===== src/rtl/ujtag_dr_bridge.sv =====
// User data register bridge: samples UJTAG strobes in the fabric clock domain
// and exposes a capture/update interface around one WIDTH-bit LSB-first register.
`timescale 1ns/1ps
module ujtag_dr_bridge #(
    parameter int unsigned WIDTH   = 32,
    parameter logic [7:0]  IR_CODE = 8'h10
) (
    input  logic             clk,
    input  logic             rst,
    input  logic [7:0]       UIREG,
    input  logic             URSTB,
    input  logic             UDRCK,
    input  logic             UDRCAP,
    input  logic             UDRSH,
    input  logic             UDRUPD,
    input  logic             UTDI,
    output logic             UTDO,
    input  logic [WIDTH-1:0] cap_data,
    output logic             cap_ack,
    output logic [WIDTH-1:0] upd_data,
    output logic             upd_valid,
    output logic             selected
);

    logic [7:0]       uireg_s1_q, uireg_s2_q;
    logic             urstb_s1_q, urstb_s2_q;
    logic             ck_s1_q, ck_s2_q, ck_s3_q;
    logic             cap_s1_q, cap_s2_q, cap_s3_q;
    logic             sh_s1_q, sh_s2_q, sh_s3_q;
    logic             upd_s1_q, upd_s2_q, upd_s3_q;
    logic             tdi_s1_q, tdi_s2_q, tdi_s3_q;

    logic             selected_q, selected_d;
    logic [WIDTH-1:0] sr_q, sr_d;
    logic [WIDTH-1:0] upd_data_q, upd_data_d;
    logic             cap_ack_q, cap_ack_d;
    logic             upd_valid_q, upd_valid_d;

    logic             rise, fall;

    always_ff @(posedge clk) begin
        if (rst) begin
            uireg_s1_q <= '0;
            uireg_s2_q <= '0;
            urstb_s1_q <= 1'b0;
            urstb_s2_q <= 1'b0;
            ck_s1_q    <= 1'b0;
            ck_s2_q    <= 1'b0;
            ck_s3_q    <= 1'b0;
            cap_s1_q   <= 1'b0;
            cap_s2_q   <= 1'b0;
            cap_s3_q   <= 1'b0;
            sh_s1_q    <= 1'b0;
            sh_s2_q    <= 1'b0;
            sh_s3_q    <= 1'b0;
            upd_s1_q   <= 1'b0;
            upd_s2_q   <= 1'b0;
            upd_s3_q   <= 1'b0;
            tdi_s1_q   <= 1'b0;
            tdi_s2_q   <= 1'b0;
            tdi_s3_q   <= 1'b0;
        end else begin
            uireg_s1_q <= UIREG;
            uireg_s2_q <= uireg_s1_q;
            urstb_s1_q <= URSTB;
            urstb_s2_q <= urstb_s1_q;
            ck_s1_q    <= UDRCK;
            ck_s2_q    <= ck_s1_q;
            ck_s3_q    <= ck_s2_q;
            cap_s1_q   <= UDRCAP;
            cap_s2_q   <= cap_s1_q;
            cap_s3_q   <= cap_s2_q;
            sh_s1_q    <= UDRSH;
            sh_s2_q    <= sh_s1_q;
            sh_s3_q    <= sh_s2_q;
            upd_s1_q   <= UDRUPD;
            upd_s2_q   <= upd_s1_q;
            upd_s3_q   <= upd_s2_q;
            tdi_s1_q   <= UTDI;
            tdi_s2_q   <= tdi_s1_q;
            tdi_s3_q   <= tdi_s2_q;
        end
    end

    // Control bits are taken from s3 so they line up with the sample just before the TCK edge.
    assign rise = ck_s2_q & ~ck_s3_q;
    assign fall = ~ck_s2_q & ck_s3_q;

    always_comb begin
        selected_d  = (uireg_s2_q == IR_CODE) && urstb_s2_q;
        sr_d        = sr_q;
        cap_ack_d   = 1'b0;
        upd_data_d  = upd_data_q;
        upd_valid_d = 1'b0;
        if (!urstb_s2_q) begin
            sr_d = '0;
        end else if (rise && selected_q) begin
            if (cap_s3_q) begin
                sr_d      = cap_data;
                cap_ack_d = 1'b1;
            end else if (sh_s3_q) begin
                sr_d = {tdi_s3_q, sr_q[WIDTH-1:1]};
            end
        end
        if (fall && selected_q && upd_s3_q) begin
            upd_data_d  = sr_q;
            upd_valid_d = 1'b1;
        end
    end

    always_ff @(posedge clk) begin
        if (rst) begin
            selected_q  <= 1'b0;
            sr_q        <= '0;
            cap_ack_q   <= 1'b0;
            upd_data_q  <= '0;
            upd_valid_q <= 1'b0;
        end else begin
            selected_q  <= selected_d;
            sr_q        <= sr_d;
            cap_ack_q   <= cap_ack_d;
            upd_data_q  <= upd_data_d;
            upd_valid_q <= upd_valid_d;
        end
    end

    assign UTDO      = sr_q[0] & selected_q;
    assign cap_ack   = cap_ack_q;
    assign upd_data  = upd_data_q;
    assign upd_valid = upd_valid_q;
    assign selected  = selected_q;

endmodule


===== config.mk =====
export PLATFORM = sky130hd
export DESIGN_NAME = ujtag_dr_bridge
export DESIGN_NICKNAME = d
export VERILOG_FILES = /design/src/rtl/ujtag_dr_bridge.sv
export SDC_FILE = /design/constraint.sdc
export NUM_CORES = 1
export LEC_CHECK = 0
export BUFFER_PORTS_ARGS = -buffer_cell sky130_fd_sc_hd__buf_2
export CORE_MARGIN = 4
export CORE_UTILIZATION = 35
export CTS_BUF_LIST = sky130_fd_sc_hd__clkbuf_4 sky130_fd_sc_hd__clkbuf_8
export DETAILED_ROUTE_END_ITERATION = 12
export GPL_TIMING_DRIVEN = 0
export PLACE_DENSITY = 0.55
export SKIP_CTS_REPAIR_TIMING = 1
export SLEW_MARGIN = 10
export SYNTH_ARGS = -nofsm -noshare
export SYNTH_HDL_FRONTEND = slang
export SYNTH_SLANG_ARGS = --single-unit

===== constraint.sdc =====
create_clock -name clk -period 1.4 [get_ports clk]
set_input_delay 0.14 -clock clk [delete_from_list [all_inputs] [get_ports clk]]
set_output_delay 0.14 -clock clk [all_outputs]
set_load 0.01 [all_outputs]

* Word level (Yosys, flattened, before mapping)
Index checks and enable logic that the tools add are counted.
** Storage, ports and cells
- Bits in registers :: 100
- Output and inout bits :: 36
- Logic and storage cells :: 44
** Cells by class
- Equal/unequal tests :: 1
- Muxes and demuxes :: 4
- Bitwise operators :: 7
- Reduce and logical (&&, ||, !) cells :: 8
** Operators with widths (number)
- two-way mux 32 bit :: 2
- == test 8 x 5 -> 1 bit, second input constant :: 1
- logical AND 1 bit :: 4
- inverter 1 bit :: 4
- bitwise AND 1 bit :: 3
- OR reduction 3 bit :: 1
- two-way mux 1 bit :: 2
- AND reduction 2 bit :: 1
- nonzero test 2 bit :: 1
- OR reduction 2 bit :: 1

* Depth between registers and ports, before layout
Gate-level depths: netlist of the first run.
- Word-level depth :: 5
- Depth in mapped cells :: 7
- Mapped depth without buffers :: 3

* Least setup slack after synthesis of the first run
No wires, ideal clock.
- Kind :: reg2reg
- Start point :: register cap_s3_q
- End point :: register sr_q[0]
- Library setup time :: 0.081 ns
- Data arrival time :: 1.312 ns
- Setup slack :: 0.007 ns
- Cell stages (with the launch flop) :: 8
- Cell sequence :: dfxtp_1 buf_6 or2_1 buf_6 and2_4 buf_6 buf_12 a211oi_2
** Between the ends
- Word-level cells in the longest chain between the ends :: 2
- Elaborated cells on any way between the ends :: 3
** Ends and longest elaborated chain
- from (decl) :: RTL line 28 : logic cap_s1_q, cap_s2_q, cap_s3_q;
- from (signal assigned) :: RTL line 72 : cap_s3_q <= cap_s2_q;
- nonzero test 2 bit (no source line)
- AND reduction 2 bit (no source line)
- to (signal assigned) :: RTL line 120 : sr_q <= sr_d;
- to (decl) :: RTL line 34 : logic [WIDTH-1:0] sr_q, sr_d;
Several ways; a longest one is shown, not always the timed one.
A chain may end at the register's enable or synchronous reset.

* Worst setup path in the final report of the first run
- Start point :: register cap_s3_q
- End point :: register sr_q[29]
Same word-level chain as after synthesis.

==> qor.txt, run 1 <==
SETUP PATH
--------------------------------------------------------------------------------------
Critical path fanouts, max                                                           7
Crit path launch                                                          cap_s3_q$_SDFF_PP0_
Class of the most critical setup path                                       reg -> reg
Endpoint kind of the worst setup timing path                                      flop
Ordered cell list for the critical path                                   or2_1 -> buf_6 -> and2_4 -> buf_12 -> a211oi_2
Cell family with most CP delay                                            simple AND/OR/NAND/NOR gates
Type of element launching the critical path                                       flop
Reg2Reg Depth                                                                        5
CP Buf/Inv Count                                                                     2
Launch point of the worst reg-to-reg path                                 cap_s3_q$_SDFF_PP0_
Required time of the critical path                                             1.68 ns
Critical-path top delay cell                                              sky130_fd_sc_hd__dfxtp_4
Number of gates on the worst path with buffers counted                               5
Data arrival, critical path                                                    1.65 ns
CP max stage delay                                                             0.38 ns

DIE
--------------------------------------------------------------------------------------
Total I/O pin count                                                                 84
Core Footprint                                                               10400 um2
Die span in y                                                                   112 um
Overall die area                                                             12500 um2
Number of rows created at floorplan                                                 37
Initial cell density of the core                                                 36.2%
Overall die width                                                               112 um

WORST HOLD PATH
--------------------------------------------------------------------------------------
Hold Path Class                                                              in -> reg
Origin of the worst min-delay path                                              UDRCAP
Hold Path Stages                                                                     2

FINAL LAYOUT
--------------------------------------------------------------------------------------
Number of filler instances in the final layout                                    1064
Cell Count, Final, Fillers Out                                                     621
Post-layout nets                                                                   528
Fraction of layout cells with a size suffix above 1                              34.0%
Area growth from synthesis to layout                                             26.2%
Final Core Density                                                               45.7%
Count of inserted antenna diode cells                                                0

TIMING
--------------------------------------------------------------------------------------
Fin crit share                                                                   98.0%
Worst Hold Slack                                                           -0.00920 ns
Final setup violation count                                                          0
Least setup slack across all paths after layout                              0.0274 ns
Fmax                                                                           729 MHz
Endpoints failing hold                                                               2
Worst setup skew after layout                                                0.0133 ns
Final sum of negative setup slack                                                 0 ns
Final Critical Period                                                          1.37 ns
Slew at the pin closest to its max-slew limit                                 0.468 ns
RSZ-0062 raised after global routing                                               yes
Rel. slew slack                                                                  68.8%
Count of pins over their slew limit                                                  0

PLACE
--------------------------------------------------------------------------------------
Count of buffers from port buffering                                                83
DPL Wire Length                                                                6070 um
Final weighted congestion in routability-driven placement                        0.724
Worst setup slack after placement                                            -0.244 ns
Number of placed cells counting well taps                                          590

GLOBAL ROUTE
--------------------------------------------------------------------------------------
Antenna violations before repair                                                     0
Total congestion overflow                                                            0
Global-route wire length before repair                                        14200 um
Total GRT Usage                                                                  13.9%
Pin count of the biggest net entering global routing                                19
Number of global-route vias before repair                                         2895

YOSYS
--------------------------------------------------------------------------------------
Most frequent cell after synthesis                                        sky130_fd_sc_hd__dfxtp_1
Dominant cell type by area after synthesis                                sky130_fd_sc_hd__dfxtp_1
Post-Synthesis Mean Instance Area                                             10.2 um2
Top-area cell type share of the netlist area                                     53.1%
Number of distinct standard cells referenced by the synthesized netlist             21
FFs w/ async S/R, synth                                                             0%
Seq/Total Area, Yosys                                                            53.1%
Total number of yosys warnings                                                       0
Synth Net Count                                                                    419
Leading cell types by count after synthesis                               sky130_fd_sc_hd__dfxtp_1 (100), sky130_fd_sc_hd__a21oi_1 (64), sky130_fd_sc_hd__nand2_1 (64)
Post-Synthesis Cell Area                                                      3770 um2
Cell count after synthesis                                                         371
Cell types with the largest area share after synthesis                    sky130_fd_sc_hd__dfxtp_1 (53%), sky130_fd_sc_hd__a211oi_2 (10%), sky130_fd_sc_hd__a21oi_1 (8.5%), sky130_fd_sc_hd__mux2i_1 (8.5%), sky130_fd_sc_hd__nand2_1 (6.4%)
Number of enable flip-flop cells after synthesis                                     0
Register bit total from synthesis                                                  100
Most used DFF post-synth                                                  sky130_fd_sc_hd__dfxtp_1

CLOCKING
--------------------------------------------------------------------------------------
Number of buffers between clock root and the deepest sink                            2
CTS clk-pin slew, worst paths                                                  0.10 ns
Clock tree sinks                                                                   100
Master cell of the clock root buffer                                      sky130_fd_sc_hd__clkbuf_8
Source-to-sink clock delay at the later pin of the worst-skew pair             0.36 ns
Num CTS Buffers                                                                      9
TritonCTS clock tree                                                               yes
Maximum level of the CTS H-tree                                                      3

POWER
--------------------------------------------------------------------------------------
Pwr/cell area                                                              1020 nW/um2
Pwr Total                                                                      4850 uW
IR Drop Worst-Case VDD                                                          415 uV
Reported leakage power                                                      0.00174 uW

DRT
--------------------------------------------------------------------------------------
Detailed-route wire length on metal 1                                          3980 um
Detailed router's first-iteration violation count                                  105
Detail Route Antenna Nets                                                            0
Met2 Wirelength                                                                3900 um
Count of vias placed by the detailed router                                       2919
Average wire per cell in the routed design                                     13.6 um
Via count normalized by instance count                                            4.70
Pre-antenna DRT Iters                                                                6
Detailed-route wire length                                                     8460 um
Post-route DRC violation count                                                       0
Met3 wirelength from detailed routing                                           485 um
Top Metal Used                                                                    met4

FLOW RUN
--------------------------------------------------------------------------------------
Max-cap violations                                                                   0

RUN STATUS
--------------------------------------------------------------------------------------
Failing checks                                                             hold timing
Result of the run                                                         finished with violations

## cells by family after synthesis
family / share of synthesized area [%]
AND/OR/NAND/NOR: 14.2
flip-flops: 53.1
AO/OA/AOI/OAI: 18.8
buffers and inverters: 5.37
multiplexers: 8.49
## cells in the final DEF (no fill, tap or decap), drive strengths merged, types with 3 or more instances in the layout
master	count
a211oi	32
a21oi	64
and4b	3
buf	95
clkbuf	34
dfxtp	100
dlygate4sd3	12
inv	3
mux2i	32
nand2	64
nor2b	33
## registers in the layout, summed over array words and instances, names as in the netlist
signal / cells
tdi_s3_q: 1
sr_q: 32
urstb_s1_q: 1
urstb_s2_q: 1
upd_s3_q: 1
cap_s2_q: 1
cap_s1_q: 1
uireg_s1_q: 8
sh_s3_q: 1
upd_data: 32
ck_s3_q: 1
upd_s1_q: 1
ck_s1_q: 1
uireg_s2_q: 8
sh_s2_q: 1
upd_valid: 1
ck_s2_q: 1
cap_ack: 1
selected: 1
sh_s1_q: 1
cap_s3_q: 1
tdi_s2_q: 1
upd_s2_q: 1
tdi_s1_q: 1
## area by class of cell
| cell class | instances | area [um2] | share of cell area (%) |
|---|---|---|---|
| clock inverters | 7 | 58.8 | 1.24 |
| plain buffers | 31 | 211 | 4.44 |
| repair buffers | 101 | 598 | 12.6 |
| well taps | 136 | 170 | 3.58 |
| clock buffers | 9 | 124 | 2.60 |
| flip-flops and latches | 100 | 2010 | 42.2 |
| multi-input cells | 237 | 1590 | 33.4 |
## through the flow
stage	cell area, um2	hold WS (ns)
finish	4760	-0.00920
global route	4760	0.000214
CTS	4540	-0.0358
detailed placement	4360	0.355
global placement	4360	0.349
floorplan	3770	0.268
## report_power, final
group	internal [uW]	total [uW]	switching, uW	leakage, uW
registers	2880	2890	10.3	0.000813
logic	123	237	114	0.000840
clock network	672	1720	1050	0.0000868
total	3680	4850	1170	0.00174
## layer usage
| layer | vias to the layer above | GRT usage (%) |
|---|---|---|
| met5 | - | 0 |
| met4 | 0 | 4.14 |
| met3 | 6 | 4.02 |
| met2 | 68 | 22.2 |
| met1 | 1357 | 18.4 |
| li1 | 1488 | - |
## worst paths after layout
| check | to | slack [ns] |
|---|---|---|
| hold / removal | cap_s1_q$_SDFF_PP0_ | -0.009 |
| setup / recovery | sr_q[29]$_SDFFE_PP0P_ | 0.03 |
| setup reg to reg | sr_q[29]$_SDFFE_PP0P_ | 0.03 |
| hold reg to reg | tdi_s3_q$_SDFF_PP0_ | 0.44 |
## worst reg2reg max path: cells and delay by family (launching register included)
kind	cells	cell delay (ns)
AO/OA/AOI/OAI	1	0.21
buffers and inverters	2	0.28
flip-flops	1	0.38
AND/OR/NAND/NOR	2	0.43
(Power assumes the default switching activity.)
==> run 2, diff against run 1 <==
Settings changed: CAP_MARGIN from default to 10, CORE_UTILIZATION 35 to 38, CTS_BUF_LIST sky130_fd_sc_hd__clkbuf_4 sky130_fd_sc_hd__clkbuf_8 to sky130_fd_sc_hd__clkbuf_4 sky130_fd_sc_hd__clkbuf_8 sky130_fd_sc_hd__clkbuf_16, PLACE_DENSITY 0.55 to 0.59.
==> qor.txt, run 2 (synthesis results as in run 1) <==
RUN STATUS
---------------------------------------------------------------------------------
Result of the run                                                    finished with violations
Failing checks                                                        hold timing

SETUP PATH
---------------------------------------------------------------------------------
Launch point of the worst reg-to-reg path                            cap_s3_q$_SDFF_PP0_
Cell family with most CP delay                                       simple AND/OR/NAND/NOR gates
Critical-path top delay cell                                         sky130_fd_sc_hd__dfxtp_4
Crit path launch                                                     cap_s3_q$_SDFF_PP0_
Type of element launching the critical path                                  flop
Critical register-to-register path endpoint                          sr_q[5]$_SDFFE_PP0P_
Endpoint kind of the worst setup timing path                                 flop
Ordered cell list for the critical path                              or2_1 -> buf_6 -> and2_4 -> buf_12 -> a211oi_2
Required time of the critical path                                        1.68 ns
CP max stage delay                                                        0.36 ns
Worst reg2reg setup slack                                                 0.08 ns
Number of gates on the worst path with buffers counted                          5
Critical path fanouts, max                                                      6
Class of the most critical setup path                                  reg -> reg
Reg2Reg Depth                                                                   5
CP Buf/Inv Count                                                                2
Data arrival, critical path                                               1.60 ns

GLOBAL ROUTE
---------------------------------------------------------------------------------
Number of global-route vias before repair                                    2784
Pin count of the biggest net entering global routing                           17
Total GRT Usage                                                             14.6%
Antenna violations before repair                                                0
Total congestion overflow                                                       0
Global-route wire length before repair                                   13200 um

DIE
---------------------------------------------------------------------------------
Initial cell density of the core                                            38.8%
Overall die width                                                          108 um
Total I/O pin count                                                            84
Core Footprint                                                           9730 um2
Number of rows created at floorplan                                            36
Overall die area                                                        11600 um2
Die span in y                                                              108 um

TIMING
---------------------------------------------------------------------------------
Least setup slack across all paths after layout                         0.0764 ns
Endpoints failing hold                                                          2
Fin crit share                                                              94.5%
RSZ-0062 raised after global routing                                          yes
Slew at the pin closest to its max-slew limit                            0.480 ns
Final Critical Period                                                     1.32 ns
Fmax                                                                      756 MHz
Count of pins over their slew limit                                             0
Final setup violation count                                                     0
Rel. slew slack                                                             68.0%
Worst setup skew after layout                                           0.0126 ns
Worst Hold Slack                                                       -0.0125 ns

FINAL LAYOUT
---------------------------------------------------------------------------------
Area growth from synthesis to layout                                        24.7%
Commonest non-fill, non-tap cell in the layout                       sky130_fd_sc_hd__dfxtp_1
Top library cells by usage in the layout, fill and taps aside        sky130_fd_sc_hd__dfxtp_1 (98), sky130_fd_sc_hd__buf_2 (87), sky130_fd_sc_hd__a21oi_1 (64), sky130_fd_sc_hd__nand2_1 (64), sky130_fd_sc_hd__nor2b_1 (33)
Fraction of layout cells with a size suffix above 1                         33.4%
Number of filler instances in the final layout                                956
Count of inserted antenna diode cells                                           0
Post-layout nets                                                              525
Final design area excluding fillers                                      4710 um2

PLACE
---------------------------------------------------------------------------------
Count of buffers from port buffering                                           83
DPL Wire Length                                                           5800 um
Cell area reported after detailed placement                              4350 um2
Worst setup slack after placement                                       -0.224 ns
Final weighted congestion in routability-driven placement                   0.758

CLOCKING
---------------------------------------------------------------------------------
Source-to-sink clock delay at the later pin of the worst-skew pair        0.36 ns
Maximum level of the CTS H-tree                                                 3
CTS clk-pin slew, worst paths                                             0.10 ns
TritonCTS clock tree                                                          yes
Master cell of the clock root buffer                                 sky130_fd_sc_hd__clkbuf_8
Clock tree sinks                                                              100
Number of buffers between clock root and the deepest sink                       2
Num CTS Buffers                                                                 9

DRT
---------------------------------------------------------------------------------
Via count normalized by instance count                                       4.62
Detailed router's first-iteration violation count                              85
Average wire per cell in the routed design                                13.3 um
Post-route DRC violation count                                                  0
Count of vias placed by the detailed router                                  2842
Detail Route Antenna Nets                                                       0
Detailed-route wire length                                                8160 um
Pre-antenna DRT Iters                                                           4

WORST HOLD PATH
---------------------------------------------------------------------------------
Origin of the worst min-delay path                                           UTDI
Hold Path Stages                                                                2
Hold Path Class                                                         in -> reg
Hold Path Sink                                                       tdi_s1_q$_SDFF_PP0_

POWER
---------------------------------------------------------------------------------
Pwr/cell area                                                         1020 nW/um2
IR Drop Worst-Case VDD                                                     476 uV
Reported leakage power                                                 0.00173 uW

FLOW RUN
---------------------------------------------------------------------------------
Max-cap violations                                                              0

## run 2: cell type report
| class | instances | area [um2] | area share (%) |
|---|---|---|---|
| buffer | 31 | 206 | 4.39 |
| sequential | 100 | 2010 | 42.6 |
| timing repair buffer | 98 | 583 | 12.4 |
| clock buffer | 11 | 139 | 2.95 |
| clock inverter | 5 | 35.0 | 0.744 |
| tap | 133 | 166 | 3.54 |
| multi-input combinational | 237 | 1570 | 33.3 |
## run 2: how the worst max path moves through the flow
stage | end | slack [ns]
finish | sr_q[5]$_SDFFE_PP0P_ | 0.08
global route | sr_q[13]$_SDFFE_PP0P_ | 0.009
CTS | upd_data[30]$_SDFFE_PP0P_ | -0.26
detailed placement | upd_data[30]$_SDFFE_PP0P_ | -0.22
global placement | upd_data[30]$_SDFFE_PP0P_ | -0.20
floorplan | sr_q[0]$_SDFFE_PP0P_ | 0.007
## run 2: per-layer routing
| layer | up-vias | part of all wire (%) | track usage (%) | wire (um) |
|---|---|---|---|---|
| li1 | 1474 | - | - | - |
| met1 | 1282 | 47 | 19.8 | 3880 |
| met2 | 77 | 46 | 22.4 | 3770 |
| met3 | 9 | 4.9 | 3.30 | 399 |
| met4 | 0 | 1.4 | 6.22 | 116 |
| met5 | - | 0 | 0 | 0 |
## run 2: through the flow
stage,TNS [ns],cells,total power [uW],hold WS [ns],util [%]
after global placement,-9.67,587,3170,0.349,44.8
after detailed placement,-10.37,587,3170,0.353,44.8
after floorplan,0,371,3070,0.268,-
after global routing,0,615,5040,0.000337,48.4
after CTS,-11.65,603,4840,-0.0318,46.5
final,0,615,4800,-0.0125,48.4
## run 2: where the power goes
| group | internal (uW) | leakage [uW] | switching, uW | total, uW |
|---|---|---|---|---|
| clock network | 694 | 0.0000909 | 981 | 1680 |
| registers | 2880 | 0.000813 | 9.66 | 2890 |
| logic | 120 | 0.000826 | 111 | 230 |
| total | 3700 | 0.00173 | 1100 | 4800 |
